<file path="src/rtl/note_player_pkg.sv">
// note_player_pkg: shared widths, rates, FSM state type and the note-to-step
// table generator used by note_step_rom.
package note_player_pkg;

    localparam int unsigned NOTE_W      = 6;
    localparam int unsigned DUR_W       = 6;
    localparam int unsigned STEP_W      = 20;
    localparam int unsigned SAMPLE_RATE = 48000;
    localparam int unsigned BEAT_RATE   = 48;

    typedef enum logic {
        IDLE    = 1'b0,
        PLAYING = 1'b1
    } state_t;

    // Phase increment for note n: round(440 * 2^((n-49)/12) * 2^20 / SAMPLE_RATE).
    // The base table holds the octave n = 49..60 with 8 fraction bits; other
    // octaves are reached by shifting, rounding once at the end. n = 0 is a rest.
    function automatic int unsigned rom_entry(input int unsigned n);
        int unsigned idx;
        int unsigned semi;
        int unsigned shift;
        int unsigned base;
        if (n == 0 || n > 63) begin
            return 0;
        end
        idx   = n + 11;           // (n - 49) + 60, keeps octave arithmetic unsigned
        semi  = idx % 12;
        shift = 13 - (idx / 12);  // 8 fraction bits minus octave offset
        case (semi)
            0:       base = 2460658;
            1:       base = 2606977;
            2:       base = 2761996;
            3:       base = 2926232;
            4:       base = 3100235;
            5:       base = 3284585;
            6:       base = 3479896;
            7:       base = 3686822;
            8:       base = 3906052;
            9:       base = 4138318;
            10:      base = 4384395;
            default: base = 4645104;
        endcase
        return (base + (32'd1 << (shift - 1))) >> shift;
    endfunction

endpackage

</file>
<file path="src/rtl/note_step_rom.sv">
// note_step_rom: combinational lookup from note number to phase increment.
// Ports: note (address), step (phase increment, 0 for a rest).
module note_step_rom #(
    parameter int unsigned NOTE_W = note_player_pkg::NOTE_W,
    parameter int unsigned STEP_W = note_player_pkg::STEP_W
) (
    input  logic [NOTE_W-1:0] note,
    output logic [STEP_W-1:0] step
);
    import note_player_pkg::*;

    localparam int unsigned DEPTH = 32'(2 ** NOTE_W);

    logic [STEP_W-1:0] rom_mem [DEPTH];

    // Contents are elaboration-time constants.
    for (genvar g = 0; g < DEPTH; g++) begin : g_rom
        assign rom_mem[g] = STEP_W'(rom_entry(32'(g)));
    end

    assign step = rom_mem[note];

endmodule

</file>
<file path="src/rtl/note_player.sv">
// note_player: plays one song-ROM note at a time. Latches the note's phase
// increment, counts `duration` enabled beats, then pulses note_done.
// Ports: clk, reset (sync, active-high), play_enable (pause when low),
//   load_new_note/note/duration (note strobe from the song ROM), beat (48 Hz
//   tick), step_size (phase increment, muted while paused), new_frequency
//   (step changed), note_done (note finished), busy (note in progress).
module note_player #(
    parameter int unsigned NOTE_W = note_player_pkg::NOTE_W,
    parameter int unsigned DUR_W  = note_player_pkg::DUR_W,
    parameter int unsigned STEP_W = note_player_pkg::STEP_W
) (
    input  logic              clk,
    input  logic              reset,
    input  logic              play_enable,
    input  logic              load_new_note,
    input  logic [NOTE_W-1:0] note,
    input  logic [DUR_W-1:0]  duration,
    input  logic              beat,
    output logic [STEP_W-1:0] step_size,
    output logic              new_frequency,
    output logic              note_done,
    output logic              busy
);
    import note_player_pkg::*;

    state_t            state;
    logic [DUR_W-1:0]  remaining;
    logic [STEP_W-1:0] step_reg;
    logic [STEP_W-1:0] rom_step;

    note_step_rom #(
        .NOTE_W (NOTE_W),
        .STEP_W (STEP_W)
    ) u_rom (
        .note (note),
        .step (rom_step)
    );

    // FSM, beat counter and step register.
    always_ff @(posedge clk) begin
        if (reset) begin
            state         <= IDLE;
            remaining     <= '0;
            step_reg      <= '0;
            new_frequency <= 1'b0;
            note_done     <= 1'b0;
            busy          <= 1'b0;
        end else begin
            new_frequency <= 1'b0;
            note_done     <= 1'b0;
            case (state)
                IDLE: begin
                    if (load_new_note) begin
                        if (duration != '0) begin
                            remaining     <= duration;
                            step_reg      <= rom_step;
                            new_frequency <= 1'b1;
                            busy          <= 1'b1;
                            state         <= PLAYING;
                        end else begin
                            // Zero-length note finishes immediately, step untouched.
                            note_done <= 1'b1;
                        end
                    end
                end
                PLAYING: begin
                    // Loads are ignored here; paused beats are not counted.
                    if (beat && play_enable) begin
                        if (remaining == DUR_W'(1)) begin
                            step_reg  <= '0;
                            note_done <= 1'b1;
                            busy      <= 1'b0;
                            state     <= IDLE;
                        end else begin
                            remaining <= remaining - DUR_W'(1);
                        end
                    end
                end
                default: state <= IDLE;
            endcase
        end
    end

    // Pause mutes without waiting for a clock edge.
    assign step_size = play_enable ? step_reg : '0;

endmodule

</file>
<file path="config.mk">
export PLATFORM = sky130hd
export DESIGN_NAME = note_player
export DESIGN_NICKNAME = d
export VERILOG_FILES = /design/src/rtl/note_player_pkg.sv /design/src/rtl/note_step_rom.sv /design/src/rtl/note_player.sv
export SDC_FILE = /design/constraint.sdc
export NUM_CORES = 1
export LEC_CHECK = 0
export ABC_AREA = 1
export CAP_MARGIN = 0
export CELL_PAD_IN_SITES_DETAIL_PLACEMENT = 0
export CELL_PAD_IN_SITES_GLOBAL_PLACEMENT = 1
export CORE_ASPECT_RATIO = 1.5
export CORE_MARGIN = 1.5
export CORE_UTILIZATION = 36
export CTS_BUF_LIST = sky130_fd_sc_hd__clkbuf_8 sky130_fd_sc_hd__clkbuf_16
export DETAILED_ROUTE_END_ITERATION = 8
export GPL_TIMING_DRIVEN = 1
export PLACE_DENSITY = 0.84
export SLEW_MARGIN = 30
export SYNTH_ARGS = -nofsm -noshare
export SYNTH_HDL_FRONTEND = slang
export SYNTH_SLANG_ARGS = --single-unit
</file>
<file path="constraint.sdc">
create_clock -name clk -period 1.9 [get_ports clk]
set_input_delay 0.38 -clock clk [delete_from_list [all_inputs] [get_ports clk]]
set_output_delay 0.38 -clock clk [all_outputs]
set_load 0.02 [all_outputs]
</file>
# --- After elaboration in Yosys (flattened, before gate mapping) ---
# Memory sizes are Yosys's and may differ from the RTL's.
# Index checks and enable logic that the tools add are counted.
totals:
  ff_bits: 30
  romBits: 1280
  out_inout_bits: 23
  word_cells: 50
  mem_count: 1
memory_table:
  columns: ["memory", "depth", "width", "rd", "rd_ports_with_merged_regs", "write_ports", "line_no", "rtl"]
  rows:
  - ["(no name shown)", 64, 20, 1, 0, 0, "note_step_rom.sv:21", "assign step = rom_mem[note];"]
op_classes:
  n_addsub: 1
  magnitude_cmp: 1
  eq_ne: 6
  mux: 28
  n_bitwise: 2
  n_reduce_logical: 5
ops:
  columns: ["op", "count"]
  rows:
  - ["20-bit 2-to-1 mux", 7]
  - ["20-bit one-hot mux with 2 select lines", 1]
  - ["6-bit 2-to-1 mux", 4]
  - ["1-bit 2-to-1 mux", 12]
  - ["6-bit one-hot mux with 2 select lines", 1]
  - ["4-bit AND reduction", 2]
  - ["7-bit >= comparator (second input constant)", 1]
  - ["6-bit inverter with 7-bit output", 1]
  - ["6-bit by 1-bit equality test with 1-bit output (second input constant)", 1]
  - ["2-bit inequality test (second input constant)", 3]
  - ["1-bit one-hot mux with 2 select lines", 3]
  - ["6-bit nonzero test", 1]
  - ["6-bit by 1-bit subtractor with 6-bit output (second input constant)", 1]
  - ["2-bit by 1-bit inequality test with 1-bit output (second input constant)", 2]
  - ["2-bit OR reduction", 1]
  - ["1-bit logical AND", 1]
  - ["1-bit inverter", 1]

# --- Logic depth before layout (Yosys ltp) ---
logic_depth:
  ltp_word: 7
  mapped_depth: 11

# --- Hierarchy ---
# A second synthesis with hierarchy kept.
unflattened:
  cells_unflattened: 531
  hier_area_um2: 2911.5
by_module_without_submodules:
  columns: ["mod", "n_inst", "cells_each", "area_per_inst_um2"]
  rows:
  - ["note_player", 1, 232, 1541.5]
  - ["note_step_rom", 1, 299, 1370.1]

# --- Worst setup path before layout ---
# No wires, ideal clock.
synth_timing:
  kind: "input to register"
  start: "input note[1]"
  end: "register step_reg[7]"
  arrival_ps: 1416
  slack_ps: 352
  stages: 10
  path_buffers: 0
  path_cell_list: "inv_1 ha_1 nand2_1 nand2_1 nand2_1 nand3_1 nand2_1 nand2_1 nand2_1 a21oi_1"
synth_via:
  elab_chain_cells: 7
synth_rtl:
  columns: ["item", "line_no", "rtl"]
  rows:
  - ["start: declaration", "note_player.sv:16", "input logic [NOTE_W-1:0] note,"]
  - ["6-bit inverter with 7-bit output (not written as such)", "note_step_rom.sv:21", null]
  - ["memory 64 x 20 bit", null, null]
  - ["20-bit 2-to-1 mux (not written as such) (2 in series)", "note_step_rom.sv:21", null]
  - ["20-bit 2-to-1 mux", "note_player.sv:54", "if (duration != '0) begin"]
  - ["20-bit 2-to-1 mux", "note_player.sv:53", "if (load_new_note) begin"]
  - ["20-bit one-hot mux with 2 select lines", "note_player.sv:51", "case (state)"]
  - ["end signal: assignment", "note_player.sv:56", "step_reg <= rom_step;"]
  - ["end: declaration", "note_player.sv:28", "logic [STEP_W-1:0] step_reg;"]
# Every way passes these cells. The select of a mux whose other input is x is not followed.
# A chain may end at the register's enable or synchronous reset.

# --- Final worst setup path ---
layout_timing:
  start: "input play_enable"
  end: "output step_size[3]"
layout_via:
  elab_chain_cells: 1
layout_rtl:
  columns: ["item", "line_no", "rtl"]
  rows:
  - ["start: declaration", "note_player.sv:14", "input logic play_enable,"]
  - ["20-bit 2-to-1 mux", "note_player.sv:85", "assign step_size = play_enable ? step_reg : '0;"]
  - ["end: declaration", "note_player.sv:19", "output logic [STEP_W-1:0] step_size,"]
# Every way passes these cells.

==> key figures <==
Finish
  – Layout cells sized above 1: 13.8%
  – Final Non-Filler Cells: between 500 and 600
  – Design area: 3220 µm²
  – Total Nets Final: 537
  – Synth-to-Final Area Change: 28.0%
  – Final antenna diode count: 0
  – Utilization after layout: a little under half
  – Commonest cells after routing, fill and taps aside: nand2_1 (165), nand3_1 (70), nor2_1 (40)
  – Commonest non-fill, non-tap cell in the layout: nand2_1
  – Max reg flops: 15

Job
  – Max_cap viols: 0

Routing
  – Initial DRT Pass Iterations: 5
  – Met2 wire length: 4180 µm
  – Drt wl/cell: about 13 µm
  – Final wirelength: 7600 µm
  – Met3 wire len: between 200 and 300 µm
  – M1 WL: 2850 µm
  – Initial drt markers: between 100 and 150
  – Via count: 3002
  – Residual DRC: 0
  – Mean number of vias per cell: approximately 5
  – Top Layer Used: met4
  – Routed Antenna Nets: 0

Placed design
  – Gpl congestion: 0.904
  – DP Cell Count: 580
  – Input/output buffers: 34
  – Worst slack at placement: -283 ps
  – Placed Area: 3080 µm²
  – DPL Wire Length: 6220 µm

Floorplan
  – Core Box Area: 6810 µm²
  – Initial core utilization: 37.0%
  – Die area: between 7000 and 8000 µm²
  – Die height: ~110 µm
  – I/O pins: 40
  – Row count: 37
  – Die Span X: about 70 µm

Global route
  – Largest net degree at the start of global routing: 36
  – Global-route wire length before repair: between 10000 and 15000 µm
  – Grt ovf: 0
  – Total GRT Usage: 21.0%
  – Number of global-route vias before repair: 2900
  – Initial antenna violation count: 0

STA
  – Final Setup Violations: 0
  – Worst Clk Skew: 1.83 ps
  – Final Max Tran Viols: 0
  – Min Tclk post-route: 1850 ps
  – Fmax: 542 MHz
  – Final Hold Fails: 0
  – Period utilisation layout: 97.2%
  – Final WS setup: around 54 ps

Clock network
  – Reg clk slew, reported paths: 80 ps
  – Num CTS Buffers: 3
  – Skew-Pair Late Insertion Delay: 260 ps
  – Clk buf depth: 2
  – CTS tree: done
  – H-tree depth: 1
  – Root Driver: clkbuf_8
  – Sinks on Clock Net: 25

Yosys
  – Count of cell types in the netlist: 25
  – Post-Syn Area: ~2500 µm²
  – Sequential area share after synthesis: 19.9%
  – Ys Warns: 0
  – FF+latch count, synth: 25
  – Synth Area per Inst: 5.45 µm²
  – Synthesized netlist cell count: roughly 460

Worst setup path
  – Crit end category: output port
  – Setup Crit Path Kind: primary input to output port
  – Critical path fanouts, max: 16
  – Crit start category: primary input
  – CP required: roughly 1500 ps
  – Worst Path Arrival: 1470 ps

Power
  – P_leak: 1.73 nW
  – PD cells: 493 nW/µm²
  – Overall power: around 1.6 mW
  – Worst vdd ir: roughly 0.22 mV

Hold path
  – Tightest Hold Check Type: register to register

Status
  – Outcome: finished clean
-- final timing paths --
path	to	cells after the start	startpoint	slack (ps)
worst max register to register	step_reg[7]	9	state	440
worst min-delay path	step_reg[13]	2	step_reg[13]	470
worst max-delay path	step_size[3]	5	play_enable	50
worst min register to register	step_reg[13]	2	step_reg[13]	470
-- area by class of cell --
type	count	area (µm²)
clock buffer	3	41.3
clock inverter	1	3.75
fill	769	3580
inverter	45	169
multi-input combinational	368	1780
sequential	25	500
tap	78	97.6
timing repair buffer	66	627
-- critical path, stage by stage --
cell,delay (ps)
clkdlybuf4s50_1,500
buf_12,150
nand2_1,60
inv_1,40
dlygate4sd2_1,320
-- power by group --
part / switching, mW / total (mW) / internal, mW
registers: 0.0301 / 0.596 / 0.566
clock network: 0.154 / 0.298 / 0.144
logic: 0.417 / 0.693 / 0.276
-- routing by layer --
metal / track usage, % / vias up
li1: - / 1541
met1: 22.8 / 1351
met2: 39.9 / 93
met3: 1.34 / 17
met4: 9.84 / 0
met5: 0 / -
-- through the flow --
step                      setup TNS (ps)  hold slack, ps
after floorplan                        0             439
after global placement             -5840             448
after global routing               -1.26             489
after CTS                              0             469
after detailed placement           -6040             457
final                                  0             466
-- synthesized netlist by cell type --
library cell / count / area [µm²]
nand2_1: 175 / 657
nand3_1: 72 / 360
nor2_1: 41 / 154
inv_1: 38 / 143
a21oi_1: 25 / 125
dfxtp_1: 25 / 500
buf_2: 12 / 60.1
ha_1: 11 / 138
o21ai_0: 11 / 55.1
buf_4: 8 / 60.1
o21ai_1: 8 / 40.0
inv_2: 7 / 26.3
clkbuf_1: 5 / 18.8
nand2_2: 5 / 31.3
nand4_1: 4 / 25.0
xor2_1: 3 / 26.3
buf_6: 2 / 22.5
mux2i_1: 2 / 20.0
o211ai_1: 2 / 15.0
a211oi_1: 1 / 7.51
clkbuf_2: 1 / 5.00
conb_1: 1 / 3.75
nand2_4: 1 / 11.3
nor2_2: 1 / 6.26
nor3_1: 1 / 5.00
-- cell families after synthesis --
kind of cell	synth area share, %
flops	19.9
other cells	0.149
mux	0.796
fa+ha+maj	5.47
compound gates	9.65
xor+xnor	1.04
simple gates	49.7
buf+inv	13.3
-- repair_timing --
| action | in CTS | in global routing |
|---|---|---|
| setup endpoints to repair | 16 | 20 |
| gates resized for setup | 16 | 34 |
| hold buffers | 0 | 0 |
| buffers inserted | 0 | 2 |
Power figures use the tool's default switching activity.
